`src/rtl/eeprom32k_reader_if.sv`:
```
// eeprom32k_reader_if: request, status and EEPROM bus signals of the reader.
// master drives requests and EEPROM read data; slave is the reader itself.
interface eeprom32k_reader_if;
    logic        start;
    logic        abort;
    logic [12:0] base;
    logic [6:0]  count;
    logic        busy;
    logic [31:0] data;
    logic        data_valid;
    logic        done;
    logic [12:0] a;
    logic [31:0] io_in;
    logic        ce;
    logic        oe;
    logic        we;

    modport master (
        output start, abort, base, count, io_in,
        input  busy, data, data_valid, done, a, ce, oe, we
    );

    modport slave (
        input  start, abort, base, count, io_in,
        output busy, data, data_valid, done, a, ce, oe, we
    );
endinterface

```
`src/rtl/eeprom32k_reader.sv`:
```
// eeprom32k_reader: burst reader for an 8K x 32 parallel EEPROM (read only).
// Optional single-word read cache enabled by defining EEPROM_READ_CACHE_EN.
module eeprom32k_reader #(
    parameter int SETUP_CYCLES  = 1,
    parameter int ACCESS_CYCLES = 3
) (
    input  logic              clk,
    input  logic              rst,
    eeprom32k_reader_if.slave bus
);
    typedef enum logic [1:0] {IDLE, SETUP, ACCESS} state_t;

    localparam logic [3:0] SETUP_LAST  = 4'(SETUP_CYCLES - 1);
    localparam logic [3:0] ACCESS_LAST = 4'(ACCESS_CYCLES - 1);

    state_t     state;
    state_t     state_next;
    logic [3:0] wait_cnt;
    logic [6:0] remaining;
    logic       last_wait;
    logic       req;
    logic       accept;
    logic       capture;
    logic       cache_hit;

    // io_in bit 31 is the EEPROM's bit 0 (MSB), so words keep their value.
    assign last_wait = (wait_cnt == 4'd0);
    assign req       = (state == IDLE) && bus.start && !bus.abort;
    assign accept    = req && (bus.count != 7'd0) && !cache_hit;
    assign capture   = (state == ACCESS) && last_wait && !bus.abort;
    assign bus.we    = 1'b1;

`ifdef EEPROM_READ_CACHE_EN
    logic        cache_valid;
    logic [12:0] cache_tag;
    logic [31:0] cache_data;

    assign cache_hit = cache_valid && (bus.count == 7'd1)
                       && (cache_tag == bus.base);

    // Remember the most recently captured word; abort drops it.
    always_ff @(posedge clk) begin
        if (rst || bus.abort) begin
            cache_valid <= 1'b0;
        end else if (capture) begin
            cache_valid <= 1'b1;
            cache_tag   <= bus.a;
            cache_data  <= bus.io_in;
        end
    end
`else
    assign cache_hit = 1'b0;
`endif

    // State register.
    always_ff @(posedge clk) begin
        if (rst) state <= IDLE;
        else     state <= state_next;
    end

    // Next-state logic: abort always wins over sequencing.
    always_comb begin
        state_next = state;
        unique case (state)
            IDLE: begin
                if (accept) state_next = SETUP;
            end
            SETUP: begin
                if (bus.abort)      state_next = IDLE;
                else if (last_wait) state_next = ACCESS;
            end
            ACCESS: begin
                if (bus.abort) begin
                    state_next = IDLE;
                end else if (last_wait) begin
                    if (remaining == 7'd1) state_next = IDLE;
                    else                   state_next = SETUP;
                end
            end
            default: state_next = IDLE;
        endcase
    end

    // Bus strobes and busy decode directly from the state.
    always_comb begin
        bus.busy = (state != IDLE);
        bus.ce   = (state == IDLE);
        bus.oe   = (state != ACCESS);
    end

    // Counters, address, captured data and the status pulses.
    always_ff @(posedge clk) begin
        if (rst) begin
            wait_cnt       <= 4'd0;
            remaining      <= 7'd0;
            bus.a          <= 13'd0;
            bus.data       <= 32'd0;
            bus.data_valid <= 1'b0;
            bus.done       <= 1'b0;
        end else begin
            bus.data_valid <= 1'b0;
            bus.done       <= 1'b0;
            if (accept) begin
                bus.a     <= bus.base;
                remaining <= bus.count;
                wait_cnt  <= SETUP_LAST;
            end else if (req && bus.count == 7'd0) begin
                bus.done <= 1'b1;
`ifdef EEPROM_READ_CACHE_EN
            end else if (req && cache_hit) begin
                bus.data       <= cache_data;
                bus.data_valid <= 1'b1;
                bus.done       <= 1'b1;
`endif
            end else if (state != IDLE && bus.abort) begin
                remaining <= 7'd0;
            end else if (state != IDLE && !last_wait) begin
                wait_cnt <= wait_cnt - 4'd1;
            end else if (state == SETUP) begin
                wait_cnt <= ACCESS_LAST;
            end else if (capture) begin
                bus.data       <= bus.io_in;
                bus.data_valid <= 1'b1;
                remaining      <= remaining - 7'd1;
                wait_cnt       <= SETUP_LAST;
                if (remaining == 7'd1) bus.done <= 1'b1;
                else                   bus.a    <= bus.a + 13'd1;
            end
        end
    end
endmodule

```
`src/flat_wrapper.sv`:
```
// flat-port wrapper written by rule: the top's interface ports become plain ports
module eeprom32k_reader_flat 
#(
    parameter int SETUP_CYCLES  = 1,
    parameter int ACCESS_CYCLES = 3
)
  (clk, rst, bus_start, bus_abort, bus_base, bus_count, bus_io_in, bus_busy, bus_data, bus_data_valid, bus_done, bus_a, bus_ce, bus_oe, bus_we);
  eeprom32k_reader_if bus_i ();
  input  logic clk;
  input  logic rst;
  input wire logic [$bits(bus_i.start)-1:0] bus_start;
  input wire logic [$bits(bus_i.abort)-1:0] bus_abort;
  input wire logic [$bits(bus_i.base)-1:0] bus_base;
  input wire logic [$bits(bus_i.count)-1:0] bus_count;
  input wire logic [$bits(bus_i.io_in)-1:0] bus_io_in;
  output wire logic [$bits(bus_i.busy)-1:0] bus_busy;
  output wire logic [$bits(bus_i.data)-1:0] bus_data;
  output wire logic [$bits(bus_i.data_valid)-1:0] bus_data_valid;
  output wire logic [$bits(bus_i.done)-1:0] bus_done;
  output wire logic [$bits(bus_i.a)-1:0] bus_a;
  output wire logic [$bits(bus_i.ce)-1:0] bus_ce;
  output wire logic [$bits(bus_i.oe)-1:0] bus_oe;
  output wire logic [$bits(bus_i.we)-1:0] bus_we;
  assign bus_i.start = bus_start;
  assign bus_i.abort = bus_abort;
  assign bus_i.base = bus_base;
  assign bus_i.count = bus_count;
  assign bus_i.io_in = bus_io_in;
  assign bus_busy = bus_i.busy;
  assign bus_data = bus_i.data;
  assign bus_data_valid = bus_i.data_valid;
  assign bus_done = bus_i.done;
  assign bus_a = bus_i.a;
  assign bus_ce = bus_i.ce;
  assign bus_oe = bus_i.oe;
  assign bus_we = bus_i.we;
  eeprom32k_reader #(.SETUP_CYCLES(SETUP_CYCLES), .ACCESS_CYCLES(ACCESS_CYCLES)) u_core (.clk(clk), .rst(rst), .bus(bus_i));
endmodule
```
`config.mk`:
```
export PLATFORM = sky130hd
export DESIGN_NAME = eeprom32k_reader_flat
export DESIGN_NICKNAME = d
export VERILOG_FILES = /design/src/rtl/eeprom32k_reader_if.sv /design/src/rtl/eeprom32k_reader.sv /design/src/flat_wrapper.sv
export SDC_FILE = /design/constraint.sdc
export NUM_CORES = 1
export LEC_CHECK = 0
export BUFFER_PORTS_ARGS = -buffer_cell sky130_fd_sc_hd__buf_2
export CAP_MARGIN = 20
export CORE_MARGIN = 2
export CORE_UTILIZATION = 55
export CTS_BUF_LIST = sky130_fd_sc_hd__clkbuf_8
export DETAILED_ROUTE_END_ITERATION = 16
export GPL_TIMING_DRIVEN = 0
export PLACE_DENSITY_LB_ADDON = 0.2
export SLEW_MARGIN = 20
export SYNTH_ARGS = -nofsm -noshare
export SYNTH_HDL_FRONTEND = slang
export SYNTH_SLANG_ARGS = --single-unit
export TNS_END_PERCENT = 10
```
`constraint.sdc`:
```
create_clock -name clk -period 4.9 [get_ports clk]
set_input_delay 0.98 -clock clk [delete_from_list [all_inputs] [get_ports clk]]
set_output_delay 0.98 -clock clk [all_outputs]
set_load 0.05 [all_outputs]
```
==> key figures <==
Timing
  • # setup viols final: 0
  • Max transition margin: 0.592
  • F_max: 0.363 GHz
  • Setup Skew: 0.00644 ns
  • Setup_tns: 0 ns
  • Period utilisation layout: 0.561
  • Worst-Margin Slew: about 0.6 ns
  • Crit path time final: between 2 and 3 ns
  • Slew Viols, Final: 0
  • RSZ-0062 raised after global routing: no
  • Final-report hold violation count: 0

Routing
  • Via density: 5.44
  • Drt total wl: 7290 um
  • Avg WL per Cell: 13.4 um
  • First-pass DRT Iterations: 5
  • Post-DRT Antenna Nets: 0
  • Initial DRC Count: 151
  • DRC violations left: 0
  • DR vias: 2,950

Die
  • Number of top-level pins: 107
  • Chip width: 77.2 um
  • Row cnt: 26
  • Core area: 5140 sq um
  • DIE HEIGHT: 77.2 um
  • Die area: ~6000 sq um
  • Initial core utilization: 0.573

Synthesis
  • XOR/XNOR Fraction of Synth Area: 0.00594
  • Ys flop type: dfxtp_1
  • Adder-Cell Fraction of Synth Area: 0.0212
  • FFs w/ async S/R, synth: 0
  • Synth Area in Compound Gates: 0.251
  • Main combinational cell family by area after synthesis: compound AO/OA/AOI/OAI gates
  • Avg Cell Area, Syn: 8.37 sq um
  • Synth Area in Simple Gates: 0.235
  • Sequential element share of the synthesized area: 0.408
  • EDFF count, synth: 0
  • Register bit total from synthesis: 60
  • Cell count after synthesis: 352
  • Post-synthesis cell type count: 59
  • Syn_nets: about 410
  • Syn. warnings: 0
  • Post-Syn Area: between 2000 and 3000 sq um
  • Mux cell area share after synthesis: 0.0102

Setup path
  • CP max-delay cell: dfxtp_1
  • Max Fanout on Critical Path: 10
  • Critical path class: flip-flop to output port
  • Crit path arrival time: 1.77 ns
  • Startpoint types: flip-flop
  • Critical Path Sink Type: output port
  • Register-to-register setup slack: 2.82 ns
  • Max incr delay on CP: 0.47 ns
  • Critical Path, Cell by Cell: clkbuf_1, nand2b_1, buf_2
  • Worst path required time: 3.92 ns

Clock tree
  • Skew-Pair Late Insertion Delay: 0.33 ns
  • TritonCTS clock tree: done
  • Clock Path Buffers: 2
  • # hold bufs at CTS: 0
  • Clock-pin slew on the worst setup and hold paths: 0.07 ns
  • H-Tree Level Count: 3
  • Num CTS Buffers: 9
  • Post-CTS Setup Repair Bufs: 0
  • Post-CTS Resized: 0
  • Root buffer cell: clkbuf_8
  • Clock sink count: 60

Pwr
  • P_int: 0.837 mW
  • Leakage power: 1.57 nW
  • Comb pwr share: 0.169
  • Reg power frac: 0.447
  • Peak supply drop: ~0.19 mV
  • Clock power share: 0.384
  • Switching pwr: around 0.33 mW
  • PwrDens: around 310 nW/um^2
  • Switching Fraction: 0.285

Placed design
  • Cell count after placement: 526
  • Port Buffers: 104
  • Gpl congestion: 0.884
  • Post-DP HPWL: around 5400 um

Outcome
  • Outcome: finished, final reports clean

GRT
  • Largest net degree at the start of global routing: 11
  • Tot GR Track Use: 0.257
  • First-pass GRT wire length: 12,400 um
  • Vias in the first global route: 2,755
  • Antenna violations before repair: 0
  • Grt total ovfl: 0

Cells and area
  • # diodes: 0
  • Filler instances: between 400 and 500
  • Nets@finish: around 530
  • Layout cell share with drive strength beyond 1: 0.314
  • Fin cells: 542
  • Area Growth Syn to Fin: 27.5%

Job
  • MaxCap Viol Count: 0

Worst hold path
  • Hold WC Path Type: flip-flop to flip-flop
==> cells in the final DEF (no fill, tap or decap), types with 9 or more instances in the layout <==
master      n
buf_2     110
nand2_1    74
dfxtp_1    60
a21oi_1    40
nor2_1     22
inv_1      12
clkbuf_1   12
clkbuf_8   12
or3_1       9
a311oi_1    9
==> sequential cells by signal, summed over array words and instances (netlist names) <==
name,count
u_core.bus.done,1
u_core.bus.a,13
u_core.wait_cnt,4
u_core.remaining,7
u_core.state,2
u_core.bus.data,32
u_core.bus.data_valid,1
==> per-stage QoR <==
stage	hold slack (ns)	worst slack [ns]	utilization	area (sq um)	power (mW)
detailed placement	0.445	2.21	0.692	3550	0.728
CTS	0.455	2.16	0.731	3760	1.17
global route	0.471	2.01	0.731	3760	1.22
finish	0.453	2.15	0.731	3760	1.17
floorplan	0.470	2.07	-	2950	0.669
global placement	0.439	2.27	0.692	3550	0.724
==> cells by family (layout without fill, tap and decap cells) <==
| kind of cell | count (synthesis) | in the layout |
|---|---|---|
| AO/OA/AOI/OAI | 105 | 105 |
| XOR/XNOR | 2 | 2 |
| adder cells (fa/ha/maj) | 5 | 5 |
| buffers and inverters | 37 | 157 |
| flip-flops | 60 | 60 |
| multiplexers | 3 | 3 |
| other | 1 | 1 |
| AND/OR/NAND/NOR | 139 | 139 |
==> area by class of cell <==
class                   count  area [sq um]  share of cell area
plain buffers              26           156              0.0416
clock buffers              11           151              0.0403
clock inverters             5          51.3              0.0137
inverters                  11          41.3              0.0110
multi-input cells         255          1550               0.412
flip-flops and latches     60          1200               0.320
well taps                  70          87.6              0.0233
repair buffers            104           520               0.139
==> metal layers <==
metal,up-vias,GRT usage,routed length (um)
li1,1493,-,-
met3,11,0.0482,471
met2,101,0.420,3440
met1,1345,0.338,3280
met5,-,0,0
met4,0,0.0929,95
==> synth_stat cells, drive strengths merged (4+ instances only) <==
| cell type | instances | area share |
|---|---|---|
| nor3 | 5 | 0.010 |
| nand3 | 4 | 0.0068 |
| dfxtp | 60 | 0.41 |
| o211ai | 5 | 0.016 |
| nor2 | 22 | 0.028 |
| or4 | 4 | 0.011 |
| clkbuf | 13 | 0.020 |
| o31ai | 4 | 0.012 |
| nand2 | 74 | 0.094 |
| a21oi | 40 | 0.068 |
| buf | 13 | 0.033 |
| a311oi | 9 | 0.027 |
| ha | 5 | 0.021 |
| o21ai | 15 | 0.029 |
| inv | 11 | 0.014 |
| or3 | 9 | 0.019 |
| a211oi | 6 | 0.017 |
| a221oi | 4 | 0.012 |
==> worst max-delay path: cells and delay by family, from the launching register on <==
family	cells	cell delay, ns
DFF	1	0.47
and+or+nand+nor	1	0.30
buffers and inverters	2	0.67
==> path summary, 6_finish.rpt <==
kind | cells past startpoint | startpoint | to
setup / recovery | 3 | u_core.state[0] | bus_oe
hold / removal | 2 | u_core.bus.data[24] | u_core.bus.data[24]
setup reg to reg | 8 | u_core.wait_cnt[0] | u_core.bus.data[26]
hold reg to reg | 2 | u_core.bus.data[24] | u_core.bus.data[24]
==> power groups by stage <==
stage                     clock network [mW]  registers, mW  logic (mW)
final                                  0.449          0.523       0.197
after global routing                   0.480          0.525       0.213
after CTS                              0.455          0.522       0.196
after detailed placement                   0          0.533       0.195
after global placement                     0          0.532       0.192
after floorplan                            0          0.565       0.104
No activity file was read; power rests on OpenSTA's default activity.
